File: config.mk
export PLATFORM = sky130hd
export DESIGN_NAME = fp32_div_seq
export DESIGN_NICKNAME = d
export VERILOG_FILES = /design/src/rtl/fp32_pkg.sv /design/src/rtl/fp32_mant_div.sv /design/src/rtl/fp32_div_seq.sv
export SDC_FILE = /design/constraint.sdc
export NUM_CORES = 1
export LEC_CHECK = 0
export CAP_MARGIN = 20
export CORE_ASPECT_RATIO = 1.4
export CORE_MARGIN = 2
export CORE_UTILIZATION = 35
export DETAILED_ROUTE_END_ITERATION = 8
export HOLD_SLACK_MARGIN = 0.05
export PLACE_DENSITY_LB_ADDON = 0.3
export SETUP_SLACK_MARGIN = 0.2
export SLEW_MARGIN = 15
export SYNTH_ARGS = -nofsm -noshare
export SYNTH_HDL_FRONTEND = slang
export SYNTH_SLANG_ARGS = --single-unit
File: constraint.sdc
create_clock -name clk -period 5 [get_ports clk]
set_clock_uncertainty 0.15 [all_clocks]
set_input_delay 1 -clock clk [delete_from_list [all_inputs] [get_ports clk]]
set_output_delay 1 -clock clk [all_outputs]
set_load 0.05 [all_outputs]
File: src/rtl/fp32_pkg.sv
// fp32_pkg: shared constants, class encodings, FSM states and classifier for the fp32 library
package fp32_pkg;
    localparam logic [31:0] QNAN     = 32'h7FC00001;
    localparam int          EXP_BIAS = 127;
    localparam int          EXP_W    = 8;
    localparam int          MANT_W   = 23;
    localparam int          ITER     = 26;

    typedef enum logic [1:0] {CLS_ZERO, CLS_INF, CLS_NAN, CLS_NORM} cls_t;
    typedef enum logic [1:0] {IDLE, CALC, NORM, DONE} state_t;

    // Denormals have a zero exponent field and therefore classify as zero (flush-to-zero).
    function automatic cls_t classify(input logic [31:0] x);
        return (x[30:MANT_W] == '1) ? ((x[MANT_W-1:0] != '0) ? CLS_NAN : CLS_INF) :
               (x[30:MANT_W] == '0) ? CLS_ZERO : CLS_NORM;
    endfunction
endpackage

File: src/rtl/fp32_mant_div.sv
// fp32_mant_div: iterative restoring divider producing a 26-bit mantissa quotient
// Ports: clk, rst_n (async, active-low); start loads ma/mb; q = quotient (1 integer +
// 25 fraction bits), sticky = nonzero remainder, done = high during the final iteration.
module fp32_mant_div
    import fp32_pkg::*;
(
    input  logic              clk,
    input  logic              rst_n,
    input  logic              start,
    input  logic [23:0]       ma,
    input  logic [23:0]       mb,
    output logic [ITER-1:0]   q,
    output logic              sticky,
    output logic              done
);
    logic [25:0] r;
    logic [25:0] r_sub;
    logic [23:0] d;
    logic [4:0]  cnt;
    logic        busy;
    logic        ge;

    assign ge     = r >= {2'b00, d};
    assign r_sub  = ge ? r - {2'b00, d} : r;
    assign sticky = r != '0;
    assign done   = busy && cnt == 5'(ITER - 1);

    always_ff @(posedge clk or negedge rst_n) begin
        if (!rst_n) begin
            r    <= '0;
            d    <= '0;
            q    <= '0;
            cnt  <= '0;
            busy <= 1'b0;
        end else if (start) begin
            r    <= {2'b00, ma};
            d    <= mb;
            q    <= '0;
            cnt  <= '0;
            busy <= 1'b1;
        end else if (busy) begin
            q    <= {q[ITER-2:0], ge};
            r    <= r_sub << 1;
            cnt  <= cnt + 5'd1;
            busy <= !done;
        end
    end
endmodule

File: src/rtl/fp32_div_seq.sv
// fp32_div_seq: sequential fp32 divider a / b with RNE rounding and valid/ready handshake
// Ports: clk, rst_n (async, active-low); in_valid/in_ready with operands a, b;
// out_valid/out_ready with quotient result and flags {NV, DZ, OF, UF, NX}.
module fp32_div_seq
    import fp32_pkg::*;
(
    input  logic        clk,
    input  logic        rst_n,
    input  logic        in_valid,
    output logic        in_ready,
    input  logic [31:0] a,
    input  logic [31:0] b,
    output logic        out_valid,
    input  logic        out_ready,
    output logic [31:0] result,
    output logic [4:0]  flags
);
    state_t             state, state_nx;
    cls_t               ca, cb;
    logic               accept, special, s_in, sign;
    logic [31:0]        sp_res, nm_res;
    logic [4:0]         sp_flg, nm_flg;
    logic [EXP_W-1:0]   ea, eb;
    logic [ITER-1:0]    q;
    logic               sticky, done;
    logic               hi, guard, st, inc, nx;
    logic [MANT_W-1:0]  mant;
    logic [MANT_W:0]    mant_r;
    logic signed [9:0]  exp_n, exp_r;

    assign in_ready  = state == IDLE;
    assign out_valid = state == DONE;
    assign accept    = in_valid && in_ready;
    assign ca        = classify(a);
    assign cb        = classify(b);
    assign s_in      = a[31] ^ b[31];

    // Operand pairs that never need the mantissa divider resolve straight to DONE.
    always_comb begin
        sp_res  = {s_in, 31'd0};
        sp_flg  = 5'b00000;
        special = 1'b1;
        if (ca == CLS_NAN || cb == CLS_NAN)
            sp_res = QNAN;
        else if ((ca == CLS_ZERO && cb == CLS_ZERO) || (ca == CLS_INF && cb == CLS_INF)) begin
            sp_res = QNAN;
            sp_flg = 5'b10000;
        end else if (ca == CLS_INF)
            sp_res = {s_in, 8'hFF, 23'd0};
        else if (cb == CLS_ZERO) begin
            sp_res = {s_in, 8'hFF, 23'd0};
            sp_flg = 5'b01000;
        end else if (cb != CLS_INF && ca != CLS_ZERO)
            special = 1'b0;
    end

    fp32_mant_div u_mant_div (
        .clk    (clk),
        .rst_n  (rst_n),
        .start  (accept && !special),
        .ma     ({1'b1, a[MANT_W-1:0]}),
        .mb     ({1'b1, b[MANT_W-1:0]}),
        .q      (q),
        .sticky (sticky),
        .done   (done)
    );

    // A quotient below 1.0 has its leading one at q[24], costing one exponent step.
    always_comb begin
        hi     = q[ITER-1];
        mant   = hi ? q[24:2] : q[23:1];
        guard  = hi ? q[1] : q[0];
        st     = hi ? (q[0] | sticky) : sticky;
        exp_n  = $signed({2'b00, ea}) - $signed({2'b00, eb})
               + (hi ? $signed(10'(EXP_BIAS)) : $signed(10'(EXP_BIAS - 1)));
        inc    = guard & (st | mant[0]);
        mant_r = {1'b0, mant} + {{MANT_W{1'b0}}, inc};
        exp_r  = exp_n + $signed({9'd0, mant_r[MANT_W]});
        nx     = guard | st;
        nm_res = (exp_r >= 10'sd255) ? {sign, 8'hFF, 23'd0} :
                 (exp_r <= 10'sd0)   ? {sign, 31'd0} : {sign, exp_r[7:0], mant_r[MANT_W-1:0]};
        nm_flg = (exp_r >= 10'sd255) ? 5'b00101 :
                 (exp_r <= 10'sd0)   ? 5'b00011 : {4'b0000, nx};
    end

    always_comb begin
        state_nx = state;
        unique case (state)
            IDLE: state_nx = accept ? (special ? DONE : CALC) : IDLE;
            CALC: state_nx = done ? NORM : CALC;
            NORM: state_nx = DONE;
            DONE: state_nx = out_ready ? IDLE : DONE;
        endcase
    end

    always_ff @(posedge clk or negedge rst_n) begin
        if (!rst_n)
            state <= IDLE;
        else
            state <= state_nx;
    end

    always_ff @(posedge clk or negedge rst_n) begin
        if (!rst_n) begin
            sign   <= 1'b0;
            ea     <= '0;
            eb     <= '0;
            result <= '0;
            flags  <= '0;
        end else begin
            if (accept) begin
                sign <= s_in;
                ea   <= a[30:MANT_W];
                eb   <= b[30:MANT_W];
            end
            if (accept && special) begin
                result <= sp_res;
                flags  <= sp_flg;
            end else if (state == NORM) begin
                result <= nm_res;
                flags  <= nm_flg;
            end
        end
    end
endmodule

==> key figures, run 1 <==
Worst setup path
  • CP max FO: 21
  • Cell family with most CP delay: simple AND/OR/NAND/NOR gates
  • Worst reg2reg path depth: 13
  • CP arrival: 4.53 ns
  • R2R setup slack: 0.62 ns
  • Crit path capture type: flop
  • Setup crit start kind: flop
  • RR Endpoint: result[0]
  • Critical path type: reg2reg
  • Crit path cell chain: nand2b_1, a21oi_1, nand4_1, nor3_2, nand2_1, fa_1, ha_1, and2_1, a2111oi_0, mux2i_1, o32a_2, nand2_2, o32ai_1
  • Critical Path RT: 5.15 ns
  • Crit path max-delay cell type: dfrtp_1
  • Reg2reg start: u_mant_div.q[25]
  • Max incr delay on CP: 0.58 ns
  • WP buf/inv: 0

STA
  • Least-Margin Pin Slew: 1.02 ns
  • Max-slew headroom: 0.313
  • Slew Limit Fails: 0
  • Min Tclk post-route: 4.38 ns
  • Setup-failing EPs final: 0
  • F_max: 228 MHz
  • Period utilization: 0.876
  • Sum of negative setup slack: 0 ns
  • Final-report hold violation count: 0
  • RSZ-0062 raised after global routing: no
  • Worst Hold Slack: 0.297 ns

Final layout
  • Multi-input gate area: 5270 um2
  • Layout cells sized above 1: 0.0602
  • Fin area: 11100 um2
  • Fillcell total: 2577
  • Post-route insts no fill: 1503
  • Final nets: 1274
  • Area Growth Syn to Fin: 21.0%
  • Ant diodes: 0
  • Reg area: 3450 um2

Clock network
  • Setup Buffers After CTS: 0
  • Clk buf depth: 2
  • CTS H-tree depth: 4
  • Clk slew on worst S/H paths: 0.06 ns
  • Worst-Skew Late Latency: 0.44 ns
  • CTS tree: built
  • Root buf cell: clkbuf_16
  • CTS Sinks: 138
  • CTS buffer count: 17

Detailed routing
  • DR iter-0 viols: 409
  • DR pass1 iterations: 5
  • WL final: 25.2 mm
  • Met1 WL: 10.5 mm
  • DR top layer: met4
  • Met2 wire length: 12.8 mm
  • ANT nets after route: 0
  • Avg Vias per Cell: 5.48
  • DR WL met3: 1.04 mm
  • Via count: 8237
  • Routed wire per std cell: 16.8 um
  • # DRC: 0

Run status
  • Status: complete, no violations

Hold path
  • Min-delay worst type: reg2reg
  • Hold EP: u_mant_div.d[23]
  • Hold_sp: u_mant_div.d[23]
  • Hold depth: 2

Logic synthesis
  • Syn avg cell area: 8.40 um2
  • Sequential area share after synthesis: 0.378
  • Cells after Synth: 1088
  • Mapped Area: 9140 um2
  • Post-synth EDFFs: 0
  • Yosys cell types: 76
  • Async set-or-reset flop fraction in the synthesized netlist: 1.00
  • Post-synthesis net count: 1195
  • FF+latch count, synth: 138
  • YS warnings: 0
  • Post-synth top flop: dfrtp_1

Job
  • Max cap viols: 0

Global route
  • First-pass GRT wire length: 41.8 mm
  • Total GRT Usage: 0.191
  • Vias in the first global route: 8102
  • Largest net degree at the start of global routing: 97
  • Gr ovfl total: 0
  • Initial antenna violation count: 0

Floorplanning
  • Die area: 27400 um2
  • Starting Density: 0.353
  • Core region area: 25900 um2
  • Rows: 70
  • Die height: 195 um
  • Horiz. Die Dim: 141 um
  • Top Ports: 107

Placement
  • Placed insts: 1472
  • GPL Wtd Cong: 0.910
  • HPWL after detailed placement: 18.9 mm
  • Port bufs: 106
  • DP Area: 10500 um2
cells by family (layout without fill, tap and decap cells):
kind of cell,count (synthesis),in the layout,synth area share
buffers and inverters,108,199,0.0479
multiplexers,41,41,0.0455
adder cells (fa/ha/maj),39,39,0.0559
flip-flops,138,138,0.378
AND/OR/NAND/NOR,419,419,0.208
AO/OA/AOI/OAI,285,285,0.208
XOR/XNOR,58,58,0.0571
layer usage:
layer,track usage,vias up
li1,-,4049
met1,0.229,3912
met2,0.334,219
met3,0.0360,57
met4,0.0822,0
met5,0,-
worst min-delay path: stages (launching register included):
cell and delay, ns:
dfrtp_1 0.32, inv_1 0.05, nand2_1 0.05
placed cells by master (no fill, tap or decap), types with 20 or more instances in the layout:
master,n
nand2_1,182
dfrtp_1,137
ha_1,36
xor2_1,28
nor2_1,91
a21oi_1,48
nor4_1,20
nand3_1,34
xnor2_1,29
inv_1,49
o21ai_0,85
clkdlybuf4s50_1,105
mux2i_1,37
o31ai_1,25
metrics by stage:
| stage | util | setup WS (ns) |
|---|---|---|
| 3_5_place_dp | 0.404 | 0.265 |
| 4_1_cts | 0.426 | 0.231 |
| 6_report | 0.426 | 0.619 |
| 5_1_grt | 0.426 | 0.220 |
| 2_1_floorplan | - | 1.11 |
| 3_3_place_gp | 0.403 | 0.418 |
cells in the mapped netlist (all sizes together), types with 4 or more instances:
cell | instances | share of area
o31ai | 26 | 0.023
nand2b | 8 | 0.0055
a221o | 4 | 0.0044
or4 | 5 | 0.0041
o21a | 8 | 0.0066
nand4 | 16 | 0.011
buf | 22 | 0.012
o211ai | 16 | 0.013
dfrtp | 138 | 0.38
and3 | 10 | 0.0068
nand3 | 34 | 0.019
mux2i | 37 | 0.041
a211oi | 14 | 0.012
a22o | 5 | 0.0048
mux2 | 4 | 0.0049
o22ai | 4 | 0.0027
a21oi | 51 | 0.029
nand2 | 184 | 0.076
a31oi | 17 | 0.012
ha | 36 | 0.049
nor2b | 11 | 0.0075
xor2 | 28 | 0.027
a21o | 10 | 0.0082
and2 | 8 | 0.0058
nor4 | 20 | 0.014
o21ai | 90 | 0.050
o2111ai | 4 | 0.0052
nor2 | 93 | 0.038
or3 | 7 | 0.0048
a2111oi | 5 | 0.0055
clkbuf | 37 | 0.015
nor3 | 13 | 0.0071
xnor2 | 29 | 0.028
inv | 49 | 0.020
cell type report:
class	instances	area share
tap	324	0.0367
sequential	138	0.312
inverter	49	0.0166
timing repair buffer	119	0.105
clock inverter	12	0.0137
clock buffer	19	0.0392
multi-input combinational	842	0.476
flip-flops by register name, summed over array words and instances, names as in the netlist:
register         cells
ea                   8
u_mant_div.d        24
u_mant_div.cnt       5
sign                 1
flags                5
u_mant_div.busy      1
u_mant_div.r        26
state                2
u_mant_div.q        26
eb                   8
result              32
worst max path at each step:
stage	slack, ns	endpoint	start	cells after the start
6_report	0.62	result[0]	u_mant_div.q[25]	13
3_5_place_dp	0.27	result[0]	u_mant_div.q[25]	13
4_1_cts	0.23	result[0]	u_mant_div.q[25]	13
3_3_place_gp	0.42	flags[0]	u_mant_div.q[25]	13
5_1_grt	0.22	result[0]	u_mant_div.q[25]	13
2_1_floorplan	1.11	result[23]	u_mant_div.q[25]	14
timing repair:
action,CTS,global route
hold buffers,0,0
resized for setup,0,2
endpoints found under the setup margin,0,23
Power of run 1 is not shown: default switching activity piles up to over one toggle a cycle in this logic, so the estimate is an artifact.
==> run 2: changes to the inputs <==
SLEW_MARGIN = unset   (was 15)
==> run 2 against run 1 <==
Net effect: final area is 0.26% higher; global-route usage down 0.10 points; sequential share of layout area fell by 0.081 points; sequential cell count unchanged; count of clock-buffer cells in the layout is 2 higher; worst hold slack got worse by 0.00086 ns; final cell count about the same; core utilization increased by 0.11 points; die area unchanged; via count decreased by 0.69%; non-clock buffer count unchanged; critical path type unchanged; critical endpoint unchanged; largest cell class unchanged.
==> key figures, run 2 (same netlist as run 1, synthesis figures left out) <==
Global route
  • Vias in the first global route: 8090
  • First-pass GRT wire length: 41.6 mm
  • Initial antenna violation count: 0
  • Largest net degree at the start of global routing: 97
  • Total GRT Usage: 0.190
  • Gr ovfl total: 0

Worst setup path
  • Cell mode on critical path: nand2_1
  • Max incr delay on CP: 0.71 ns
  • Crit path capture type: flop
  • Critical Path RT: 5.17 ns
  • Cell family with most CP delay: compound AO/OA/AOI/OAI gates
  • Reg2reg start: u_mant_div.q[25]
  • Worst reg2reg path depth: 13
  • RR Endpoint: result[0]
  • Critical path type: reg2reg
  • R2R setup slack: 0.60 ns
  • Crit path max-delay cell type: dfrtp_1
  • Crit path cell chain: nand2_1, a21oi_1, nand4_1, nor3_2, nand2_1, fa_1, ha_1, xnor3_1, o211a_1, o2111ai_1, o32a_2, nand2_2, o32ai_1
  • WP buf/inv: 0
  • Setup crit start kind: flop
  • CP max FO: 21
  • CP arrival: 4.57 ns

STA
  • Max-slew headroom: 0.303
  • RSZ-0062 raised after global routing: no
  • Worst Hold Slack: 0.296 ns
  • Slew Limit Fails: 0
  • Setup-failing EPs final: 0
  • F_max: 227 MHz
  • Min Tclk post-route: 4.40 ns
  • Least-Margin Pin Slew: 1.03 ns
  • Period utilization: 0.879
  • Final-report hold violation count: 0
  • Sum of negative setup slack: 0 ns

Detailed routing
  • Routed wire per std cell: 16.7 um
  • DR pass1 iterations: 5
  • WL final: 25.1 mm
  • DR iter-0 viols: 401
  • # DRC: 0
  • Via count: 8180
  • ANT nets after route: 0
  • Avg Vias per Cell: 5.44

Job
  • Max cap viols: 0

Placement
  • HPWL after detailed placement: 19.0 mm
  • GPL Wtd Cong: 0.910
  • Port bufs: 106

Floorplanning
  • Top Ports: 107
  • Rows: 70
  • Die area: 27400 um2
  • Core region area: 25900 um2
  • Die height: 195 um
  • Horiz. Die Dim: 141 um
  • Starting Density: 0.353

Clock network
  • CTS Sinks: 138
  • CTS H-tree depth: 4
  • CTS tree: built
  • CTS buffer count: 17
  • Hold-fix buffers, CTS: 0
  • Clk buf depth: 2
  • Worst-Skew Late Latency: 0.43 ns
  • Clk slew on worst S/H paths: 0.06 ns
  • Root buf cell: clkbuf_16

Final layout
  • Ant diodes: 0
  • Layout cells sized above 1: 0.0602
  • Fin util: 0.428
  • Max reg flops: 32
  • Top reg by flops: result
  • Final nets: 1274
  • Biggest regs: result x32, u_mant_div.q x26, u_mant_div.r x26
  • Most frequent cells in the layout: 182 x nand2_1, 137 x dfrtp_1, 105 x clkdlybuf4s50_1, 91 x nor2_1, 85 x o21ai_0
  • Commonest non-fill, non-tap cell in the layout: nand2_1
  • Area Growth Syn to Fin: 21.3%

Run status
  • Status: complete, no violations

Hold path
  • Hold depth: 2
  • Hold_sp: u_mant_div.d[23]
  • Min-delay worst type: reg2reg
  • Hold EP: u_mant_div.d[23]
run 2: worst reg2reg max path: stages, from the launching register on:
cell       delay (ns)
dfrtp_1          0.71
nand2_1          0.17
a21oi_1          0.24
nand4_1          0.27
nor3_2           0.32
nand2_1          0.11
fa_1             0.43
ha_1             0.27
xnor3_1          0.35
o211a_1          0.14
o2111ai_1        0.23
o32a_2           0.24
nand2_2          0.27
o32ai_1          0.42
run 2: area by class of cell:
class	instances	area (um2)
Multi-Input combinational cell	842	5270
Clock buffer	21	450
Fill cell	2594	14800
Clock inverter	11	145
Tap cell	324	405
Timing Repair Buffer	119	1180
Inverter	49	184
Sequential cell	138	3450
run 2: worst max-delay path by stage:
stage                           from  cells past startpoint    endpoint
CTS                 u_mant_div.q[25]                     13   result[0]
global route        u_mant_div.q[25]                     13   result[0]
detailed placement  u_mant_div.q[25]                     13   result[0]
floorplan           u_mant_div.q[25]                     14  result[23]
global placement    u_mant_div.q[25]                     13    flags[0]
finish              u_mant_div.q[25]                     13   result[0]
run 2: stage by stage:
| step | cell area, um2 | cells | worst slack (ns) |
|---|---|---|---|
| 2_1_floorplan | 9140 | 1088 | 1.11 |
| 3_3_place_gp | 10500 | 1471 | 0.418 |
| 3_5_place_dp | 10500 | 1472 | 0.193 |
| 4_1_cts | 11100 | 1504 | 0.442 |
| 5_1_grt | 11100 | 1504 | 0.244 |
| 6_report | 11100 | 1504 | 0.604 |
run 2: per-layer routing:
metal,GRT usage,share of wire,vias to the layer above,wire length [um]
met5,0,0,-,0
met4,0.0789,0.030,0,759
met3,0.0329,0.044,50,1100
met2,0.335,0.51,202,12800
met1,0.228,0.41,3892,10400
li1,-,-,4036,-
run 2: repair_timing:
item / 4_1_cts / 5_1_grt
setup endpoints to repair: 1 / 28
gates resized for setup: 1 / 2
setup buffers: 0 / 0
Power of run 2 is left out for the same reason.
